## src/rtl/mem_wb_sender_if.sv

```systemverilog
// MEM->WB stage bundle: EX handshake, data-memory port and the WBReg_* outputs.
// MISALIGN_TRAP_EN adds the WBReg_misalign flag.
interface mem_wb_sender_if #(
    parameter int DATA_WIDTH = 32,
    parameter int ADDR_WIDTH = 5
);
    logic                  ex_valid;
    logic                  ex_ready;
    logic                  ex_MemRd;
    logic                  ex_MemWr;
    logic [2:0]            ex_MemOp;
    logic [DATA_WIDTH-1:0] ex_ALUout;
    logic [DATA_WIDTH-1:0] ex_StoreData;
    logic [ADDR_WIDTH-1:0] ex_Regrd;
    logic                  ex_RegWr;
    logic                  ex_MemtoReg;
    logic [DATA_WIDTH-1:0] ex_PC;
    logic [DATA_WIDTH-1:0] ex_Instr;
    logic                  ex_diffen;

    logic                  dmem_req;
    logic                  dmem_we;
    logic [DATA_WIDTH-1:0] dmem_addr;
    logic [DATA_WIDTH-1:0] dmem_wdata;
    logic [3:0]            dmem_wmask;
    logic                  dmem_gnt;
    logic                  dmem_rvalid;
    logic [DATA_WIDTH-1:0] dmem_rdata;

    logic                  WBReg_valid;
    logic                  WBReg_RegWr;
    logic                  WBReg_MemtoReg;
    logic [ADDR_WIDTH-1:0] WBReg_Regrd;
    logic [DATA_WIDTH-1:0] WBReg_ALUout;
    logic [DATA_WIDTH-1:0] WBReg_DataOut;
    logic [DATA_WIDTH-1:0] WBReg_PC;
    logic [DATA_WIDTH-1:0] WBReg_Instr;
    logic                  mem_diffen;
`ifdef MISALIGN_TRAP_EN
    logic                  WBReg_misalign;
`endif

    modport master (
`ifdef MISALIGN_TRAP_EN
        output WBReg_misalign,
`endif
        input  ex_valid, ex_MemRd, ex_MemWr, ex_MemOp, ex_ALUout, ex_StoreData,
        input  ex_Regrd, ex_RegWr, ex_MemtoReg, ex_PC, ex_Instr, ex_diffen,
        output ex_ready,
        output dmem_req, dmem_we, dmem_addr, dmem_wdata, dmem_wmask,
        input  dmem_gnt, dmem_rvalid, dmem_rdata,
        output WBReg_valid, WBReg_RegWr, WBReg_MemtoReg, WBReg_Regrd,
        output WBReg_ALUout, WBReg_DataOut, WBReg_PC, WBReg_Instr, mem_diffen
    );

    modport slave (
`ifdef MISALIGN_TRAP_EN
        input  WBReg_misalign,
`endif
        output ex_valid, ex_MemRd, ex_MemWr, ex_MemOp, ex_ALUout, ex_StoreData,
        output ex_Regrd, ex_RegWr, ex_MemtoReg, ex_PC, ex_Instr, ex_diffen,
        input  ex_ready,
        input  dmem_req, dmem_we, dmem_addr, dmem_wdata, dmem_wmask,
        output dmem_gnt, dmem_rvalid, dmem_rdata,
        input  WBReg_valid, WBReg_RegWr, WBReg_MemtoReg, WBReg_Regrd,
        input  WBReg_ALUout, WBReg_DataOut, WBReg_PC, WBReg_Instr, mem_diffen
    );
endinterface

```

## src/rtl/mem_wb_sender.sv

```systemverilog
// Memory stage: accepts EX results, runs loads/stores on the req/gnt/rvalid port, registers the WBReg_* bundle.
// Optional MISALIGN_TRAP_EN: misaligned H/W accesses retire without a memory request and flag WBReg_misalign.
//
// state | meaning
// IDLE  | ready for EX; non-memory instructions retire from here
// REQ   | dmem_req held until dmem_gnt
// RESP  | load granted, waiting for dmem_rvalid
module mem_wb_sender #(
    parameter int DATA_WIDTH = 32,
    parameter int ADDR_WIDTH = 5
) (
    input logic              clk,
    input logic              rst_n,
    mem_wb_sender_if.master  bus
);
    typedef enum logic [1:0] {IDLE, REQ, RESP} state_t;

    localparam logic [1:0] SZ_B = 2'd0;
    localparam logic [1:0] SZ_H = 2'd1;
    localparam logic [1:0] SZ_W = 2'd2;

    state_t                state;
    logic [DATA_WIDTH-1:0] h_alu;
    logic [DATA_WIDTH-1:0] h_pc;
    logic [DATA_WIDTH-1:0] h_instr;
    logic [ADDR_WIDTH-1:0] h_regrd;
    logic                  h_regwr;
    logic                  h_memtoreg;
    logic                  h_diffen;
    logic                  h_store;
    logic [1:0]            h_off;
    logic [1:0]            h_size;
    logic                  h_uns;

    logic [1:0]            in_size;
    logic                  in_uns;
    logic [1:0]            in_off;
    logic                  in_mem;
    logic [DATA_WIDTH-1:0] in_wdata;
    logic [3:0]            in_wmask;
`ifdef MISALIGN_TRAP_EN
    logic                  in_misal;
`endif

    // Undefined funct3 encodings fall into the word case.
    always_comb begin
        in_size  = SZ_W;
        in_uns   = 1'b0;
        in_off   = 2'b00;
        in_wdata = bus.ex_StoreData;
        in_wmask = 4'b1111;
        case (bus.ex_MemOp)
            3'b000, 3'b100: in_size = SZ_B;
            3'b001, 3'b101: in_size = SZ_H;
            default:        in_size = SZ_W;
        endcase
        in_uns = (bus.ex_MemOp == 3'b100) || (bus.ex_MemOp == 3'b101);
        case (in_size)
            SZ_B: begin
                in_off   = bus.ex_ALUout[1:0];
                in_wdata = {4{bus.ex_StoreData[7:0]}};
                in_wmask = 4'b0001 << in_off;
            end
            SZ_H: begin
                in_off   = {bus.ex_ALUout[1], 1'b0};
                in_wdata = {2{bus.ex_StoreData[15:0]}};
                in_wmask = 4'b0011 << in_off;
            end
            default: begin
                in_off   = 2'b00;
                in_wdata = bus.ex_StoreData;
                in_wmask = 4'b1111;
            end
        endcase
        in_mem = bus.ex_MemRd || bus.ex_MemWr;
`ifdef MISALIGN_TRAP_EN
        in_misal = ((in_size == SZ_H) && bus.ex_ALUout[0]) ||
                   ((in_size == SZ_W) && (bus.ex_ALUout[1:0] != 2'b00));
`endif
    end

    function automatic logic [DATA_WIDTH-1:0] load_ext(input logic [DATA_WIDTH-1:0] w,
                                                       input logic [1:0] off,
                                                       input logic [1:0] size,
                                                       input logic uns);
        logic [7:0]  b;
        logic [15:0] h;
        b = w[8*off +: 8];
        h = off[1] ? w[31:16] : w[15:0];
        case (size)
            SZ_B:    load_ext = {{24{b[7] & ~uns}}, b};
            SZ_H:    load_ext = {{16{h[15] & ~uns}}, h};
            default: load_ext = w;
        endcase
    endfunction

    always_ff @(posedge clk or negedge rst_n) begin
        if (!rst_n) begin
            state              <= IDLE;
            bus.ex_ready       <= 1'b0;
            bus.dmem_req       <= 1'b0;
            bus.dmem_we        <= 1'b0;
            bus.dmem_addr      <= '0;
            bus.dmem_wdata     <= '0;
            bus.dmem_wmask     <= '0;
            bus.WBReg_valid    <= 1'b0;
            bus.WBReg_RegWr    <= 1'b0;
            bus.WBReg_MemtoReg <= 1'b0;
            bus.WBReg_Regrd    <= '0;
            bus.WBReg_ALUout   <= '0;
            bus.WBReg_DataOut  <= '0;
            bus.WBReg_PC       <= '0;
            bus.WBReg_Instr    <= '0;
            bus.mem_diffen     <= 1'b0;
`ifdef MISALIGN_TRAP_EN
            bus.WBReg_misalign <= 1'b0;
`endif
            h_alu      <= '0;
            h_pc       <= '0;
            h_instr    <= '0;
            h_regrd    <= '0;
            h_regwr    <= 1'b0;
            h_memtoreg <= 1'b0;
            h_diffen   <= 1'b0;
            h_store    <= 1'b0;
            h_off      <= 2'b00;
            h_size     <= SZ_W;
            h_uns      <= 1'b0;
        end else begin
            bus.WBReg_valid <= 1'b0;
            bus.WBReg_RegWr <= 1'b0;
            case (state)
                IDLE: begin
                    bus.ex_ready <= 1'b1;
                    if (bus.ex_valid && bus.ex_ready) begin
                        h_alu      <= bus.ex_ALUout;
                        h_pc       <= bus.ex_PC;
                        h_instr    <= bus.ex_Instr;
                        h_regrd    <= bus.ex_Regrd;
                        h_regwr    <= bus.ex_RegWr;
                        h_memtoreg <= bus.ex_MemtoReg;
                        h_diffen   <= bus.ex_diffen;
                        h_store    <= bus.ex_MemWr;
                        h_off      <= in_off;
                        h_size     <= in_size;
                        h_uns      <= in_uns;
`ifdef MISALIGN_TRAP_EN
                        if (in_mem && in_misal) begin
                            bus.WBReg_valid    <= 1'b1;
                            bus.WBReg_RegWr    <= 1'b0;
                            bus.WBReg_MemtoReg <= bus.ex_MemtoReg;
                            bus.WBReg_Regrd    <= bus.ex_Regrd;
                            bus.WBReg_ALUout   <= bus.ex_ALUout;
                            bus.WBReg_DataOut  <= '0;
                            bus.WBReg_PC       <= bus.ex_PC;
                            bus.WBReg_Instr    <= bus.ex_Instr;
                            bus.mem_diffen     <= bus.ex_diffen;
                            bus.WBReg_misalign <= 1'b1;
                        end else
`endif
                        if (in_mem) begin
                            state          <= REQ;
                            bus.ex_ready   <= 1'b0;
                            bus.dmem_req   <= 1'b1;
                            bus.dmem_we    <= bus.ex_MemWr;
                            bus.dmem_addr  <= {bus.ex_ALUout[DATA_WIDTH-1:2], 2'b00};
                            bus.dmem_wdata <= bus.ex_MemWr ? in_wdata : '0;
                            bus.dmem_wmask <= bus.ex_MemWr ? in_wmask : 4'b0000;
                        end else begin
                            bus.WBReg_valid    <= 1'b1;
                            bus.WBReg_RegWr    <= bus.ex_RegWr;
                            bus.WBReg_MemtoReg <= bus.ex_MemtoReg;
                            bus.WBReg_Regrd    <= bus.ex_Regrd;
                            bus.WBReg_ALUout   <= bus.ex_ALUout;
                            bus.WBReg_DataOut  <= '0;
                            bus.WBReg_PC       <= bus.ex_PC;
                            bus.WBReg_Instr    <= bus.ex_Instr;
                            bus.mem_diffen     <= bus.ex_diffen;
`ifdef MISALIGN_TRAP_EN
                            bus.WBReg_misalign <= 1'b0;
`endif
                        end
                    end
                end
                REQ: begin
                    if (bus.dmem_gnt) begin
                        bus.dmem_req <= 1'b0;
                        bus.dmem_we  <= 1'b0;
                        if (h_store) begin
                            state              <= IDLE;
                            bus.ex_ready       <= 1'b1;
                            bus.WBReg_valid    <= 1'b1;
                            bus.WBReg_RegWr    <= h_regwr;
                            bus.WBReg_MemtoReg <= h_memtoreg;
                            bus.WBReg_Regrd    <= h_regrd;
                            bus.WBReg_ALUout   <= h_alu;
                            bus.WBReg_DataOut  <= '0;
                            bus.WBReg_PC       <= h_pc;
                            bus.WBReg_Instr    <= h_instr;
                            bus.mem_diffen     <= h_diffen;
`ifdef MISALIGN_TRAP_EN
                            bus.WBReg_misalign <= 1'b0;
`endif
                        end else begin
                            state <= RESP;
                        end
                    end
                end
                RESP: begin
                    if (bus.dmem_rvalid) begin
                        state              <= IDLE;
                        bus.ex_ready       <= 1'b1;
                        bus.WBReg_valid    <= 1'b1;
                        bus.WBReg_RegWr    <= h_regwr;
                        bus.WBReg_MemtoReg <= h_memtoreg;
                        bus.WBReg_Regrd    <= h_regrd;
                        bus.WBReg_ALUout   <= h_alu;
                        bus.WBReg_DataOut  <= load_ext(bus.dmem_rdata, h_off, h_size, h_uns);
                        bus.WBReg_PC       <= h_pc;
                        bus.WBReg_Instr    <= h_instr;
                        bus.mem_diffen     <= h_diffen;
`ifdef MISALIGN_TRAP_EN
                        bus.WBReg_misalign <= 1'b0;
`endif
                    end
                end
                default: begin
                    state        <= IDLE;
                    bus.ex_ready <= 1'b0;
                    bus.dmem_req <= 1'b0;
                end
            endcase
        end
    end
endmodule

```

## src/flat_wrapper.sv

```systemverilog
// flat-port wrapper written by rule: the top's interface ports become plain ports
module mem_wb_sender_flat 
#(
    parameter int DATA_WIDTH = 32,
    parameter int ADDR_WIDTH = 5
)
  (clk, rst_n, bus_ex_valid, bus_ex_MemRd, bus_ex_MemWr, bus_ex_MemOp, bus_ex_ALUout, bus_ex_StoreData, bus_ex_Regrd, bus_ex_RegWr, bus_ex_MemtoReg, bus_ex_PC, bus_ex_Instr, bus_ex_diffen, bus_ex_ready, bus_dmem_req, bus_dmem_we, bus_dmem_addr, bus_dmem_wdata, bus_dmem_wmask, bus_dmem_gnt, bus_dmem_rvalid, bus_dmem_rdata, bus_WBReg_valid, bus_WBReg_RegWr, bus_WBReg_MemtoReg, bus_WBReg_Regrd, bus_WBReg_ALUout, bus_WBReg_DataOut, bus_WBReg_PC, bus_WBReg_Instr, bus_mem_diffen);
  mem_wb_sender_if #(.DATA_WIDTH(DATA_WIDTH), .ADDR_WIDTH(ADDR_WIDTH)) bus_i ();
  input logic clk;
  input logic rst_n;
  input wire logic [$bits(bus_i.ex_valid)-1:0] bus_ex_valid;
  input wire logic [$bits(bus_i.ex_MemRd)-1:0] bus_ex_MemRd;
  input wire logic [$bits(bus_i.ex_MemWr)-1:0] bus_ex_MemWr;
  input wire logic [$bits(bus_i.ex_MemOp)-1:0] bus_ex_MemOp;
  input wire logic [$bits(bus_i.ex_ALUout)-1:0] bus_ex_ALUout;
  input wire logic [$bits(bus_i.ex_StoreData)-1:0] bus_ex_StoreData;
  input wire logic [$bits(bus_i.ex_Regrd)-1:0] bus_ex_Regrd;
  input wire logic [$bits(bus_i.ex_RegWr)-1:0] bus_ex_RegWr;
  input wire logic [$bits(bus_i.ex_MemtoReg)-1:0] bus_ex_MemtoReg;
  input wire logic [$bits(bus_i.ex_PC)-1:0] bus_ex_PC;
  input wire logic [$bits(bus_i.ex_Instr)-1:0] bus_ex_Instr;
  input wire logic [$bits(bus_i.ex_diffen)-1:0] bus_ex_diffen;
  output wire logic [$bits(bus_i.ex_ready)-1:0] bus_ex_ready;
  output wire logic [$bits(bus_i.dmem_req)-1:0] bus_dmem_req;
  output wire logic [$bits(bus_i.dmem_we)-1:0] bus_dmem_we;
  output wire logic [$bits(bus_i.dmem_addr)-1:0] bus_dmem_addr;
  output wire logic [$bits(bus_i.dmem_wdata)-1:0] bus_dmem_wdata;
  output wire logic [$bits(bus_i.dmem_wmask)-1:0] bus_dmem_wmask;
  input wire logic [$bits(bus_i.dmem_gnt)-1:0] bus_dmem_gnt;
  input wire logic [$bits(bus_i.dmem_rvalid)-1:0] bus_dmem_rvalid;
  input wire logic [$bits(bus_i.dmem_rdata)-1:0] bus_dmem_rdata;
  output wire logic [$bits(bus_i.WBReg_valid)-1:0] bus_WBReg_valid;
  output wire logic [$bits(bus_i.WBReg_RegWr)-1:0] bus_WBReg_RegWr;
  output wire logic [$bits(bus_i.WBReg_MemtoReg)-1:0] bus_WBReg_MemtoReg;
  output wire logic [$bits(bus_i.WBReg_Regrd)-1:0] bus_WBReg_Regrd;
  output wire logic [$bits(bus_i.WBReg_ALUout)-1:0] bus_WBReg_ALUout;
  output wire logic [$bits(bus_i.WBReg_DataOut)-1:0] bus_WBReg_DataOut;
  output wire logic [$bits(bus_i.WBReg_PC)-1:0] bus_WBReg_PC;
  output wire logic [$bits(bus_i.WBReg_Instr)-1:0] bus_WBReg_Instr;
  output wire logic [$bits(bus_i.mem_diffen)-1:0] bus_mem_diffen;
  assign bus_i.ex_valid = bus_ex_valid;
  assign bus_i.ex_MemRd = bus_ex_MemRd;
  assign bus_i.ex_MemWr = bus_ex_MemWr;
  assign bus_i.ex_MemOp = bus_ex_MemOp;
  assign bus_i.ex_ALUout = bus_ex_ALUout;
  assign bus_i.ex_StoreData = bus_ex_StoreData;
  assign bus_i.ex_Regrd = bus_ex_Regrd;
  assign bus_i.ex_RegWr = bus_ex_RegWr;
  assign bus_i.ex_MemtoReg = bus_ex_MemtoReg;
  assign bus_i.ex_PC = bus_ex_PC;
  assign bus_i.ex_Instr = bus_ex_Instr;
  assign bus_i.ex_diffen = bus_ex_diffen;
  assign bus_ex_ready = bus_i.ex_ready;
  assign bus_dmem_req = bus_i.dmem_req;
  assign bus_dmem_we = bus_i.dmem_we;
  assign bus_dmem_addr = bus_i.dmem_addr;
  assign bus_dmem_wdata = bus_i.dmem_wdata;
  assign bus_dmem_wmask = bus_i.dmem_wmask;
  assign bus_i.dmem_gnt = bus_dmem_gnt;
  assign bus_i.dmem_rvalid = bus_dmem_rvalid;
  assign bus_i.dmem_rdata = bus_dmem_rdata;
  assign bus_WBReg_valid = bus_i.WBReg_valid;
  assign bus_WBReg_RegWr = bus_i.WBReg_RegWr;
  assign bus_WBReg_MemtoReg = bus_i.WBReg_MemtoReg;
  assign bus_WBReg_Regrd = bus_i.WBReg_Regrd;
  assign bus_WBReg_ALUout = bus_i.WBReg_ALUout;
  assign bus_WBReg_DataOut = bus_i.WBReg_DataOut;
  assign bus_WBReg_PC = bus_i.WBReg_PC;
  assign bus_WBReg_Instr = bus_i.WBReg_Instr;
  assign bus_mem_diffen = bus_i.mem_diffen;
  mem_wb_sender #(.DATA_WIDTH(DATA_WIDTH), .ADDR_WIDTH(ADDR_WIDTH)) u_core (.clk(clk), .rst_n(rst_n), .bus(bus_i));
endmodule
```

## config.mk

```make
export PLATFORM = sky130hd
export DESIGN_NAME = mem_wb_sender_flat
export DESIGN_NICKNAME = d
export VERILOG_FILES = /design/src/rtl/mem_wb_sender_if.sv /design/src/rtl/mem_wb_sender.sv /design/src/flat_wrapper.sv
export SDC_FILE = /design/constraint.sdc
export NUM_CORES = 1
export LEC_CHECK = 0
export CAP_MARGIN = 20
export CORE_MARGIN = 4
export CORE_UTILIZATION = 50
export CTS_BUF_LIST = sky130_fd_sc_hd__clkbuf_4 sky130_fd_sc_hd__clkbuf_8
export DETAILED_ROUTE_END_ITERATION = 8
export PLACE_DENSITY = 0.83
export SYNTH_ARGS = -nofsm -noshare
export SYNTH_HDL_FRONTEND = slang
export SYNTH_SLANG_ARGS = --single-unit
```

## constraint.sdc

```tcl
create_clock -name clk -period 2.5 [get_ports clk]
set_input_delay 0.5 -clock clk [delete_from_list [all_inputs] [get_ports clk]]
set_output_delay 0.5 -clock clk [all_outputs]
set_load 0.02 [all_outputs]
```

==> metrics, run 1 <==
Die Span Y 173.6 µm; WP data required 2.00 ns; CTS tree yes; clk buf depth 3; Lkg Pwr 8.361 nW; clock sink count 318; clock period minus worst slack 2.286 ns; CTS resizes 0; DRT iter0 DRCs 722; FMAX 437.4 MHz; CTS Hold Buffers Added 1; H-tree levels 2; synthesized area per cell 12.18 µm²; DRC errors left 0; vias per inst 5.497; final period utilization 91.45%; sequential share of the synthesized area 58.04%; clock share of power 17.6%; Filler Cell Count 1,901; area of the die 0.03014 mm²; Slew headroom 64.05%; Final Routed Wirelength 37.04 mm; Unique masters post-synth 54; CP endpoint kind output pin; Slew @ Worst Pin 0.5357 ns; number of flops mapped to enable cells by yosys 0; RePlAce Congestion 0.8446; Slowest cell on crit path clkdlybuf4s50_1; WS Path Type reg -> out; vias 10,472; synthesized cell area 0.01371 mm²; RSZ-0062 raised after global routing false; final setup TNS 0 ns; Antenna Violating Nets Remaining 0; area leader, netlist dfrtp_1; sw power 0.01020 W; WL/cell 19.44 µm; Warnings, synthesis 0; postcts setup bufs 0; Die W 173.6 µm; final hold viol count 0; share of the synthesized area in the top cell type 57.85%; initial core utilization 50.88%; post-synthesis register bit count 318; share of cells above drive strength 1 19.14%; Buf/Inv on CP 1; max cap viols 0; top_reg_cell synth dfrtp_1; Port Buffer Count 383; Slew Viols, Final 0; root cell of the clock tree clkbuf_8; GRT Resource Usage Total 23.90%; delay-heaviest family, CP buffers and inverters; nets@finish 1,705; clk_skew 0.02183 ns; Worst Hold Class reg -> reg; CP Cell Sequence clkdlybuf4s50_1; post-detail-place hpwl 26.07 mm; clk_lat worst skew 0.55 ns; final setup violation count 0; Design Power 0.02686 W; grt total ovfl 0; Placeable Area 0.02695 mm²; synthesis-to-finish area growth 39.39%; Switching Fraction 37.98%; Crit path largest cell delay 0.73 ns; Synth Instances 1,126; Peak supply drop 0.0008766 V; synth top area cells dfrtp_1 (58%), mux2_2 (12%), mux2i_1 (8.3%); most frequent cells in the layout clkdlybuf4s50_1 (382), dfrtp_1 (317), nand2_1 (174); global-route wire length before repair 59.16 mm; pwr dens 1406 mW/mm²; commonest non-fill, non-tap cell in the layout clkdlybuf4s50_1; combinational share of power 49.0%; P_int 0.01666 W; initial antenna violation count 2; Site Rows 60; I/O Pins 386; Seq pwr share 33.4%; asr flop ratio synth 100.0%; largest net degree at the start of global routing 89; Clock transition at path regs 0.06 ns; status finished clean; drt first pass iters 6; Crit path arrival time 1.79 ns; critical path launch point type flop; TritonCTS buffer count 51; vias in the first global route 11,051; CP Max Fanout 7
[cell families after synthesis]
family,synth area share [%]
flops,58.04
buf+inv,3.404
mux,20.80
other cells,0.02735
fa+ha+maj,0.3650
compound gates,10.37
simple gates,6.990
[flip-flops by register name, summed over array words and instances (netlist names), 30 cells and up]
signal	count
u_core.h_alu	32
u_core.bus.WBReg_ALUout	32
u_core.bus.WBReg_PC	32
u_core.bus.WBReg_DataOut	32
u_core.bus.dmem_addr	30
u_core.h_instr	32
u_core.bus.dmem_wdata	32
u_core.h_pc	32
u_core.bus.WBReg_Instr	32
[per-layer routing]
| metal | up-vias | share of wire [%] | GRT usage, % |
|---|---|---|---|
| met5 | - | 0 | 0 |
| met1 | 5165 | 39 | 29.27 |
| met4 | 0 | 3.3 | 8.974 |
| met2 | 435 | 50 | 41.48 |
| met3 | 83 | 7.3 | 5.540 |
| li1 | 4789 | - | - |
[worst register-to-register path, delay by kind of cell (launching register included)]
kind	cells	cell delay, ns
buf+inv	2	0.33
compound gates	3	0.86
fa+ha+maj	1	0.23
flops	1	0.39
simple gates	1	0.21
[final cells by class]
cell class | instances | area, µm² | area share [%]
clock buffer | 88 | 1061 | 5.551
multi-input combinational | 723 | 5316 | 27.81
antenna | 2 | 5.005 | 0.02618
tap | 341 | 426.7 | 2.232
sequential | 318 | 7959 | 41.64
inverter | 7 | 26.28 | 0.1375
timing repair buffer | 422 | 4272 | 22.35
clock inverter | 4 | 47.55 | 0.2488
[synth_stat cells (2+ instances only)]
cell / number
nand3_1: 2
buf_4: 4
o21ai_0: 47
buf_6: 15
a32oi_1: 16
mux2i_1: 114
clkbuf_1: 42
nor3b_1: 2
o41ai_1: 2
nor2_1: 9
nand2b_1: 6
a2111o_1: 2
inv_1: 7
ha_1: 4
o21ai_1: 110
a22oi_1: 2
buf_2: 13
o21ai_2: 5
a22o_1: 9
o31ai_1: 3
mux2_2: 150
a32o_1: 3
buf_1: 5
nor2b_1: 19
a222oi_1: 6
dfrtp_1: 317
nand2_1: 174
nor3_1: 3
a21oi_1: 6
a21boi_0: 4
o211ai_1: 2
[final timing paths]
path / start / endpoint / slack (ns) / cells after the start
max: u_core.bus.ex_ready / bus_ex_ready / 0.21 / 1
min: u_core.bus.WBReg_ALUout[28] / u_core.bus.WBReg_ALUout[28] / 0.48 / 2
max reg2reg: u_core.state[1] / u_core.bus.WBReg_PC[4] / 0.33 / 7
min reg2reg: u_core.bus.WBReg_ALUout[28] / u_core.bus.WBReg_ALUout[28] / 0.48 / 2
max in group asynchronous: rst_n / u_core.bus.dmem_addr[27] / 1.24 / 3
min in group asynchronous: rst_n / u_core.h_pc[27] / 0.49 / 2
[power by group through the flow]
stage	registers, W	clock network [W]	logic, W
floorplan	0.0105	0	0.00671
global placement	0.00890	0	0.0129
detailed placement	0.00901	0	0.0133
CTS	0.00897	0.00482	0.0133
global route	0.00927	0.00506	0.0141
finish	0.00897	0.00472	0.0132
[metrics by stage]
| step | setup slack, ns | instances | hold slack, ns | utilization (%) | cell area, µm² |
|---|---|---|---|---|---|
| 6_report | 0.2137 | 1905 | 0.4755 | 70.92 | 19110 |
| 5_1_grt | 0.1320 | 1905 | 0.4925 | 70.92 | 19110 |
| 4_1_cts | 0.1642 | 1903 | 0.4793 | 70.90 | 19110 |
| 2_1_floorplan | 0.5063 | 1127 | 0.2044 | - | 13720 |
| 3_5_place_dp | 0.06377 | 1810 | 0.4661 | 66.75 | 17990 |
| 3_3_place_gp | 0.1042 | 1810 | 0.4604 | 66.75 | 17990 |
Power figures use the tool's default switching activity.
==> inputs of run 2 (changes only) <==
--- a/config.mk
+++ b/config.mk
@@ -6,11 +6,11 @@
 export NUM_CORES = 1
 export LEC_CHECK = 0
 export CAP_MARGIN = 20
-export CORE_MARGIN = 4
 export CORE_UTILIZATION = 50
 export CTS_BUF_LIST = sky130_fd_sc_hd__clkbuf_4 sky130_fd_sc_hd__clkbuf_8
 export DETAILED_ROUTE_END_ITERATION = 8
 export PLACE_DENSITY = 0.83
+export SKIP_LAST_GASP = 1
 export SYNTH_ARGS = -nofsm -noshare
 export SYNTH_HDL_FRONTEND = slang
 export SYNTH_SLANG_ARGS = --single-unit
==> metrics, run 2 (synthesized netlist as in run 1, its figures left out) <==
status finished clean; Clock transition at path regs 0.06 ns; nets@finish 1,698; initial antenna violation count 0; critical path launch point type flop; WP data required 2.00 ns; vias 10,335; H-tree levels 2; TritonCTS buffer count 52; final setup violation count 0; commonest non-fill, non-tap cell in the layout clkdlybuf4s50_1; Switching Fraction 37.69%; Site Rows 60; most frequent cells in the layout clkdlybuf4s50_1 (382), dfrtp_1 (317), nand2_1 (174); combinational share of power 48.8%; grt total ovfl 0; vias per inst 5.465; clock period minus worst slack 2.302 ns; Filler Cell Count 1,850; Final Routed Wirelength 34.67 mm; final setup TNS 0 ns; Slew @ Worst Pin 0.9195 ns; clk buf depth 3; Slew Viols, Final 0; Buf/Inv on CP 1; P_int 0.01674 W; clk_lat worst skew 0.57 ns; Placeable Area 0.02695 mm²; RePlAce Congestion 0.9378; WL/cell 18.34 µm; Die W 167.6 µm; Lkg Pwr 8.335 nW; Crit path largest cell delay 0.73 ns; DRT iter0 DRCs 873; clk_skew 0.02219 ns; RSZ-0062 raised after global routing false; Cell Count, Final, Fillers Out 1,891; Ant. Diodes 0; CTS tree yes; pwr dens 1407 mW/mm²; Worst Hold Class in -> async; CTS resizes 0; CP Max Fanout 7; synthesis-to-finish area growth 39.18%; final period utilization 92.06%; Seq pwr share 33.6%; share of cells above drive strength 1 18.52%; Die Span Y 167.6 µm; WS Path Type reg -> out; root cell of the clock tree clkbuf_8; Slowest cell on crit path clkdlybuf4s50_1; Crit path arrival time 1.80 ns; clock share of power 17.6%; drt first pass iters 5; GRT Resource Usage Total 24.48%; max cap viols 0; initial core utilization 50.88%; Peak supply drop 0.0007418 V; Slew headroom 38.56%; final hold viol count 0; Design Power 0.02686 W; Antenna Violating Nets Remaining 0; post-detail-place hpwl 24.19 mm; global-route wire length before repair 55.16 mm; largest net degree at the start of global routing 98; FMAX 434.5 MHz; DRC errors left 0; I/O Pins 386; CP Cell Sequence clkdlybuf4s50_1; placed cell count 1,802; vias in the first global route 10,522; sw power 0.01012 W; delay-heaviest family, CP buffers and inverters; clock sink count 318; CP endpoint kind output pin; area of the die 0.02809 mm²; Port Buffer Count 383
run 2: power by group through the flow:
stage          combinational, W  clock [W]  sequential [W]
2_1_floorplan           0.00671          0          0.0105
3_3_place_gp             0.0129          0         0.00894
3_5_place_dp             0.0132          0         0.00906
4_1_cts                  0.0133    0.00481         0.00902
5_1_grt                  0.0141    0.00504         0.00928
6_report                 0.0131    0.00472         0.00902
run 2: stage by stage:
step	area, µm²	util, %	setup slack [ns]	hold slack, ns
after floorplan	13720	-	0.5063	0.2044
after global placement	17980	66.71	0.04525	0.4392
after detailed placement	17980	66.71	-0.005114	0.4381
after CTS	19080	70.81	0.1844	0.4342
after global routing	19080	70.81	0.1411	0.4677
final	19080	70.81	0.1985	0.4387
run 2: final timing paths:
check	start	to	slack, ns	cells past startpoint
worst max-delay path	u_core.bus.ex_ready	bus_ex_ready	0.20	1
worst min-delay path	rst_n	u_core.bus.WBReg_PC[25]	0.44	2
worst max register to register	u_core.state[1]	u_core.bus.WBReg_PC[21]	0.31	7
worst min register to register	u_core.bus.WBReg_ALUout[26]	u_core.bus.WBReg_ALUout[26]	0.47	2
max in group asynchronous	rst_n	u_core.bus.WBReg_ALUout[28]	1.31	3
min in group clk	u_core.bus.WBReg_ALUout[26]	u_core.bus.WBReg_ALUout[26]	0.47	2
run 2: layout make-up:
type,instances,area [µm²],area share (%)
multi-input cells,723,5316,27.86
clock buffers,85,1026,5.376
inverters,7,26.28,0.1377
repair buffers,414,4262,22.33
well taps,341,426.7,2.236
flip-flops and latches,318,7959,41.70
clock inverters,3,68.82,0.3606
run 2: what timing repair did:
action,CTS,global route
setup buffers,0,0
hold endpoints to repair,44,0
hold buffers,1,0
setup endpoints to repair,0,0
run 2: routing by layer:
metal	vias to the layer above	GRT usage [%]	routed length [µm]
met5	-	0	0
met3	75	6.618	2486
met4	0	8.536	965
met2	369	41.99	17380
li1	4779	-	-
met1	5112	29.74	13850
